$ cat src/rtl/countdown_timer.sv
// Minutes:seconds BCD countdown timer. The divider output tick_clk is sampled as data,
// synchronised, edge detected and prescaled into one-second decrement steps.
module countdown_timer #(
    parameter int SYNC_STAGES   = 2,
    parameter int TICKS_PER_SEC = 1
) (
    input  logic       sysclk,
    input  logic       rst,
    input  logic       tick_clk,
    input  logic       load,
    input  logic [7:0] load_min,
    input  logic [7:0] load_sec,
    input  logic       start,
    input  logic       pause,
    output logic [7:0] min,
    output logic [7:0] sec,
    output logic       running,
    output logic       done
);

    localparam int PW = (TICKS_PER_SEC > 1) ? $clog2(TICKS_PER_SEC) : 1;
    localparam logic [PW-1:0] PRESC_LAST = PW'(TICKS_PER_SEC - 1);

    localparam logic [1:0] ST_IDLE   = 2'd0;
    localparam logic [1:0] ST_RUN    = 2'd1;
    localparam logic [1:0] ST_PAUSED = 2'd2;
    localparam logic [1:0] ST_DONE   = 2'd3;

    logic [SYNC_STAGES-1:0] sync_q;
    logic                   prev_q;
    logic                   tick_edge;

    logic [1:0]    state_q, state_d;
    logic [7:0]    min_q, min_d;
    logic [7:0]    sec_q, sec_d;
    logic [PW-1:0] presc_q, presc_d;
    logic          running_q, done_q;

    // Flops reset high so a tick_clk already high at reset never looks like a rising edge.
    always_ff @(posedge sysclk) begin
        if (rst) begin
            sync_q <= '1;
            prev_q <= 1'b1;
        end else begin
            sync_q <= {sync_q[SYNC_STAGES-2:0], tick_clk};
            prev_q <= sync_q[SYNC_STAGES-1];
        end
    end

    assign tick_edge = sync_q[SYNC_STAGES-1] & ~prev_q;

    function automatic logic [3:0] clamp_digit(input logic [3:0] d);
        return (d > 4'd9) ? 4'd9 : d;
    endfunction

    function automatic logic [7:0] clamp_sec(input logic [7:0] s);
        logic [7:0] c;
        c = {clamp_digit(s[7:4]), clamp_digit(s[3:0])};
        return (c[7:4] > 4'd5) ? 8'h59 : c;
    endfunction

    // BCD decrement of {min, sec}; seconds tens wrap to 5, all other digits to 9.
    function automatic logic [15:0] bcd_dec(input logic [15:0] v);
        logic [15:0] r;
        r = v;
        if (v[3:0] != 4'd0) begin
            r[3:0] = v[3:0] - 4'd1;
        end else begin
            r[3:0] = 4'd9;
            if (v[7:4] != 4'd0) begin
                r[7:4] = v[7:4] - 4'd1;
            end else begin
                r[7:4] = 4'd5;
                if (v[11:8] != 4'd0) begin
                    r[11:8] = v[11:8] - 4'd1;
                end else begin
                    r[11:8]  = 4'd9;
                    r[15:12] = v[15:12] - 4'd1;
                end
            end
        end
        return r;
    endfunction

    always_comb begin
        state_d = state_q;
        min_d   = min_q;
        sec_d   = sec_q;
        presc_d = presc_q;
        if (load) begin
            state_d = ST_IDLE;
            min_d   = {clamp_digit(load_min[7:4]), clamp_digit(load_min[3:0])};
            sec_d   = clamp_sec(load_sec);
            presc_d = '0;
        end else if (pause) begin
            if (state_q == ST_RUN) begin
                state_d = ST_PAUSED;
            end
        end else if (start && state_q == ST_IDLE) begin
            if ({min_q, sec_q} == 16'h0000) begin
                state_d = ST_DONE;
            end else begin
                state_d = ST_RUN;
                presc_d = '0;
            end
        end else if (start && state_q == ST_PAUSED) begin
            state_d = ST_RUN;
        end else if (state_q == ST_RUN && tick_edge) begin
            if (presc_q == PRESC_LAST) begin
                presc_d = '0;
                // Reaching zero and entering DONE happen on the same edge.
                if ({min_q, sec_q} == 16'h0001) begin
                    state_d = ST_DONE;
                    min_d   = 8'h00;
                    sec_d   = 8'h00;
                end else begin
                    {min_d, sec_d} = bcd_dec({min_q, sec_q});
                end
            end else begin
                presc_d = presc_q + PW'(1);
            end
        end
    end

    always_ff @(posedge sysclk) begin
        if (rst) begin
            state_q   <= ST_IDLE;
            min_q     <= 8'h00;
            sec_q     <= 8'h00;
            presc_q   <= '0;
            running_q <= 1'b0;
            done_q    <= 1'b0;
        end else begin
            state_q   <= state_d;
            min_q     <= min_d;
            sec_q     <= sec_d;
            presc_q   <= presc_d;
            running_q <= (state_d == ST_RUN);
            done_q    <= (state_d == ST_DONE);
        end
    end

    assign min     = min_q;
    assign sec     = sec_q;
    assign running = running_q;
    assign done    = done_q;

endmodule

$ cat config.mk
export PLATFORM = sky130hd
export DESIGN_NAME = countdown_timer
export DESIGN_NICKNAME = d
export VERILOG_FILES = /design/src/rtl/countdown_timer.sv
export SDC_FILE = /design/constraint.sdc
export NUM_CORES = 1
export LEC_CHECK = 0
export BUFFER_PORTS_ARGS = -buffer_cell sky130_fd_sc_hd__buf_2
export CAP_MARGIN = 20
export CORE_MARGIN = 10
export CORE_UTILIZATION = 50
export DETAILED_ROUTE_END_ITERATION = 12
export PLACE_DENSITY = 0.77
export SYNTH_ARGS = -nofsm -noshare
export SYNTH_HDL_FRONTEND = slang
export SYNTH_SLANG_ARGS = --single-unit
$ cat constraint.sdc
create_clock -name sysclk -period 5.9 [get_ports sysclk]
set_input_delay 0.295 -clock sysclk [delete_from_list [all_inputs] [get_ports sysclk]]
set_output_delay 0.295 -clock sysclk [all_outputs]
set_load 0.05 [all_outputs]
Yosys cells after proc, flatten, opt, wreduce, memory -nomap -nowiden
Index checks and enable logic that the tools add are counted.
Word-level totals
  memories kept: 0
  logic and storage cells: 92
  memory bits (writable): 0
  bits in latches: 0
  bits in registers: 24
  input bits: 22
  bits in read-only memories: 0
Cells by class
  $add $sub $neg: 5
  eq/ne operators: 14
  multipliers: 0
  mux-type cells: 39
  reductions and logical operators: 16
  shift-type cells: 0
  bitwise gates (word level): 3
  $lt $le $gt $ge: 5
  div/mod/pow operators: 0
Operators with widths (number)
  $mux W8: 16
  $mux W4: 8
  $mux W2: 9
  $eq A16 B1 Y1 const B: 1
  $gt A4 B4 Y1 const B: 4
  $logic_not A16 Y1: 1
  $sub A4 B1 Y4 const B: 4
  $mux W12: 1
  $ne A2 B2 Y1 const B: 6
  $reduce_bool A4 Y1: 3
  $ne A3 B3 Y1 const B: 3
  $reduce_and A8 Y1: 1
  $reduce_and A7 Y1: 1
  $reduce_and A6 Y1: 1
  $mux W1: 5
  $reduce_and A5 Y1: 1
  $eq A2 B1 Y1 const B: 2
  $eq A2 B2 Y1 const B: 2
  $gt A4 B3 Y1 const B: 1
  $reduce_and A4 Y1: 1
  $reduce_bool A2 Y1: 2
  $logic_and A1 B1 Y1: 3
  $logic_not A2 Y1: 1
  $not A1 Y1: 2
  3 further kinds: 3

Depth between registers and ports, before layout
  depth after elaboration: 11
  depth in mapped cells: 8

Worst setup path after synthesis
OpenSTA, ideal clock, no wires.
  kind: reg2reg
  start point: reg sec_q[0] (netlist: sec[0])
  end point: reg min_q[1] (netlist: min[1])
  cell stages (with the launch flop): 8
  setup slack: 3.509 ns
  arrival time: 2.257 ns
  data required time: 5.766 ns
  path through: dfxtp_1 ha_1 or3b_1 buf_2 o41ai_4 a31oi_4 a221oi_1 a211oi_1
On the way
  longest elaborated chain between the ends: 8
RTL lines
  start, declared: line 35  | logic [7:0] sec_q, sec_d;
  start signal, assigned: line 129  | sec_q <= 8'h00;
  start signal, assigned: line 136  | sec_q <= sec_d;
  $eq A16 B1 Y1: line 112  | if ({min_q, sec_q} == 16'h0001) begin
  $mux W8: line 112
  $mux W8: line 109  | if (presc_q == PRESC_LAST) begin
  $mux W8: line 108  | end else if (state_q == ST_RUN && tick_edge) begin
  $mux W8: line 106  | end else if (start && state_q == ST_PAUSED) begin
  $mux W8: line 99  | end else if (start && state_q == ST_IDLE) begin
  $mux W8: line 95  | end else if (pause) begin
  $mux W8: line 90  | if (load) begin
  end signal, assigned: line 135  | min_q <= min_d;
  end, declared: line 34  | logic [7:0] min_q, min_d;
Parallel ways exist; a longest one is shown, timed or not. The select of a mux whose other input is x is not followed.
A chain may end at the register's enable or synchronous reset.

Worst setup path in the final report
  start point: reg min_q[0] (netlist: min[0])
  end point: reg min_q[1] (netlist: min[1])
On the way
  longest elaborated chain between the ends: 11
RTL lines
  $sub A4 B1 Y4 or $reduce_bool A4 Y1 (tied branches): line 75, 74
  $mux W4: line 74  | if (v[11:8] != 4'd0) begin
  $mux W8: line 70  | if (v[7:4] != 4'd0) begin
  $mux W12: line 66  | if (v[3:0] != 4'd0) begin
  $mux W8: line 112
  $mux W8: line 109
  $mux W8: line 108
  $mux W8: line 106
  $mux W8: line 99
  $mux W8: line 95
  $mux W8: line 90
Parallel ways exist; a longest one is shown, timed or not. The select of a mux whose other input is x is not followed.

==> qor.txt <==
simple-gate share of the synthesized area = 23.9%
Mapped Area = 1420 µm²
Setup WS pre-CTS = 3.53 ns
CTS tree = built
Gate power share = 31.9%
htree depth = 1
Ant. Diodes = 0
Post-Route Setup TNS = 0 ns
Post-DRT Antenna Nets = 0
Root Driver = clkbuf_4
worst hold path class = in2reg
measured slew at the worst slew-check pin = 0.707 ns
outcome = finished clean
Pleak = 0.715 nW
Register-to-Register Setup Slack = 3.48 ns
core area = 2730 µm²
Worst Hold Path EP = sync_q[0]$_SDFF_PP1_
commonest cells after routing, fill and taps aside = 39 x buf_2, 23 x dfxtp_1, 16 x nor2_1
Remaining DRCs = 0
adder-cell area share of the yosys netlist = 5.29%
R2R depth = 7
die area = 5370 µm²
nets = 236
Initial Utilization = 51.9%
Worst path top cell family by delay = compound AO/OA/AOI/OAI gates
first-pass GRT wire length = 6090 µm
Die W = 73.3 µm
Post-Synthesis Cells = 173
dpl hpwl = 2780 µm
Seq pwr share = 47.9%
count of different cell masters after synthesis = 41
initial antenna violation count = 0
number of global-route vias before repair = 1391
CTS-repair resized insts = 0
fin crit share = 41.0%
Async SR Flop Fraction = 0%
mean post-synth cell area = 8.21 µm²
synthesized flop and latch total = 23
# rows = 19
Worst slew margin = 52.8%
Synth Area in XOR/XNOR = 0%
Worst setup SP type = register
Final GP Congestion = 0.851
CTS Hold Bufs = 0
crit path max fanout = 7
final WL = 3590 µm
CP max stage cell = o41ai_4
most common cell after layout, fill and taps aside = buf_2
wire length per cell after detailed routing = 15.1 µm
reg2reg start = min[0]$_SDFFE_PP0P_
mux share of post-synthesis cell area = 2.91%
max incr delay on CP = 0.55 ns
CTS Buffer Depth = 2
compound-cell area share of the yosys netlist = 28.5%
Most used DFF post-synth = dfxtp_1
hold-critical path depth = 2
synthesis-to-finish area growth = 15.4%
fin crit period = 2.42 ns
Power Density = 220 nW/µm²
GRT Resource Usage Total = 13.5%
Top Ports = 40
CP bufs+invs = 1
RR Endpoint = min[1]$_SDFFE_PP0P_
die height = 73.3 µm
postcts setup bufs = 0
Net Count, Synth = 201
register area share after synthesis = 32.4%
fin. max-slew vios = 0
Final setup viols = 0
final hold violations = 0
largest family of logic cells by synthesized area = compound AO/OA/AOI/OAI gates
fraction of layout cells with a size suffix above 1 = 25.6%
Hold WS = 0.161 ns
RSZ-0062 raised after global routing = no
CP Data Required Time = 6.10 ns
CTS Buf Count = 3
worst-path cell chain = inv_1 -> ha_1 -> or3b_1 -> o41ai_4 -> a31oi_4 -> a221oi_1 -> a211oi_1
f_max = 413 MHz
Max VDD drop = 0.145 mV
Post-synth EDFFs = 0
HP Start = tick_clk
Iter 0 DRT Violations = 136
Via density = 5.94
Pre-antenna DRT Iters = 4
filler cell count = 249
Final Worst Setup Slack = 3.48 ns
Clk Latency, worst-skew pair = 0.31 ns
Max Cap Viol = 0
I/O Buffers = 39
clock power share = 20.2%
Clock Skews = 0.00442 ns
Net Switching = 133 µW
crit path DAT = 2.62 ns
CTS clk-pin slew, worst paths = 0.13 ns
CTS Sinks = 23
Internal = 227 µW
CP endpoint kind = register
Synth Warn # = 0
switching part of the total = 36.9%
via count = 1413
total gr overflow = 0
largest net degree at the start of global routing = 29
WS Path Type = reg2reg
worst register-to-register path: cells and delay by family, from the launching register on:
family / cells / cell delay, ns
AO/OA/AOI/OAI: 4 / 1.13
adder cells (fa/ha/maj): 1 / 0.23
buffers and inverters: 1 / 0.09
flip-flops: 1 / 0.36
AND/OR/NAND/NOR: 1 / 0.52
power groups by stage:
stage / Clock [mW] / Sequential, mW / Combinational (mW)
after floorplan: 0 / 0.201 / 0.0633
after global placement: 0 / 0.175 / 0.111
after global routing: 0.0832 / 0.174 / 0.126
after detailed placement: 0 / 0.176 / 0.114
after CTS: 0.0780 / 0.172 / 0.115
final: 0.0728 / 0.173 / 0.115
worst max-delay path by stage:
stage               slack [ns]                 from  depth (start not counted)             endpoint
floorplan                 3.51  sec[0]$_SDFFE_PP0P_                          7  min[1]$_SDFFE_PP0P_
global route              3.34  min[0]$_SDFFE_PP0P_                          7  min[1]$_SDFFE_PP0P_
global placement          3.63  min[0]$_SDFFE_PP0P_                          7  min[1]$_SDFFE_PP0P_
detailed placement        3.53  min[0]$_SDFFE_PP0P_                          7  min[1]$_SDFFE_PP0P_
finish                    3.48  min[0]$_SDFFE_PP0P_                          7  min[1]$_SDFFE_PP0P_
CTS                       3.51  min[0]$_SDFFE_PP0P_                          7  min[1]$_SDFFE_PP0P_
sequential cells by signal, summed over array words and instances (netlist names):
register and cells:
min 8, sec 8, state_q 2, sync_q 2
done 1, prev_q 1, running 1
layout make-up:
class	instances	area (µm²)	area share, %
Multi-Input combinational cell	126	861	52.5
Sequential cell	23	460	28.1
Timing Repair Buffer	39	195	11.9
Inverter	15	56.3	3.44
Tap cell	31	38.8	2.37
Clock buffer	3	22.5	1.37
Clock inverter	1	5.00	0.305
kinds of logic after synthesis:
kind of cell,Yosys count
DFF,23
adders and majority gates,6
AOI/OAI and AO/OA,56
buffers and inverters,24
and+or+nand+nor,60
muxes,4
cell usage after synthesis, types with 2 or more instances:
| library cell | instances | area share, % |
|---|---|---|
| inv_1 | 15 | 4.0 |
| o21ai_0 | 11 | 3.9 |
| o31ai_1 | 3 | 1.6 |
| nor2b_1 | 3 | 1.3 |
| nand2_1 | 4 | 1.1 |
| mux2i_1 | 3 | 2.1 |
| nor3_1 | 9 | 3.2 |
| nand3b_1 | 2 | 1.1 |
| dfxtp_1 | 23 | 32 |
| nand3_1 | 4 | 1.4 |
| a311oi_1 | 2 | 1.2 |
| ha_1 | 6 | 5.3 |
| clkbuf_1 | 7 | 1.9 |
| or2_2 | 3 | 1.3 |
| a221oi_1 | 4 | 2.5 |
| nand2b_1 | 5 | 2.2 |
| nor2_1 | 16 | 4.2 |
| a31oi_1 | 4 | 1.8 |
| nor3b_1 | 2 | 1.1 |
| a211oi_1 | 6 | 3.2 |
| or3b_1 | 4 | 2.5 |
| or3_1 | 3 | 1.3 |
| o32ai_1 | 3 | 1.9 |
| a21oi_1 | 14 | 4.9 |
layer usage:
metal | up-vias | global-route usage, % | wire, µm
li1 | 707 | - | -
met1 | 646 | 16.5 | 1540
met2 | 58 | 21.8 | 1700
met3 | 2 | 4.58 | 320
met4 | 0 | 3.93 | 20
met5 | - | 0 | 0
stage by stage:
step	std cells	power (mW)	utilization (%)	area [µm²]
4_1_cts	238	0.365	60.0	1640
3_3_place_gp	234	0.286	58.9	1610
6_report	238	0.360	60.0	1640
5_1_grt	238	0.384	60.0	1640
2_1_floorplan	173	0.264	-	1420
3_5_place_dp	234	0.290	58.9	1610
Power figures use the tool's default switching activity.
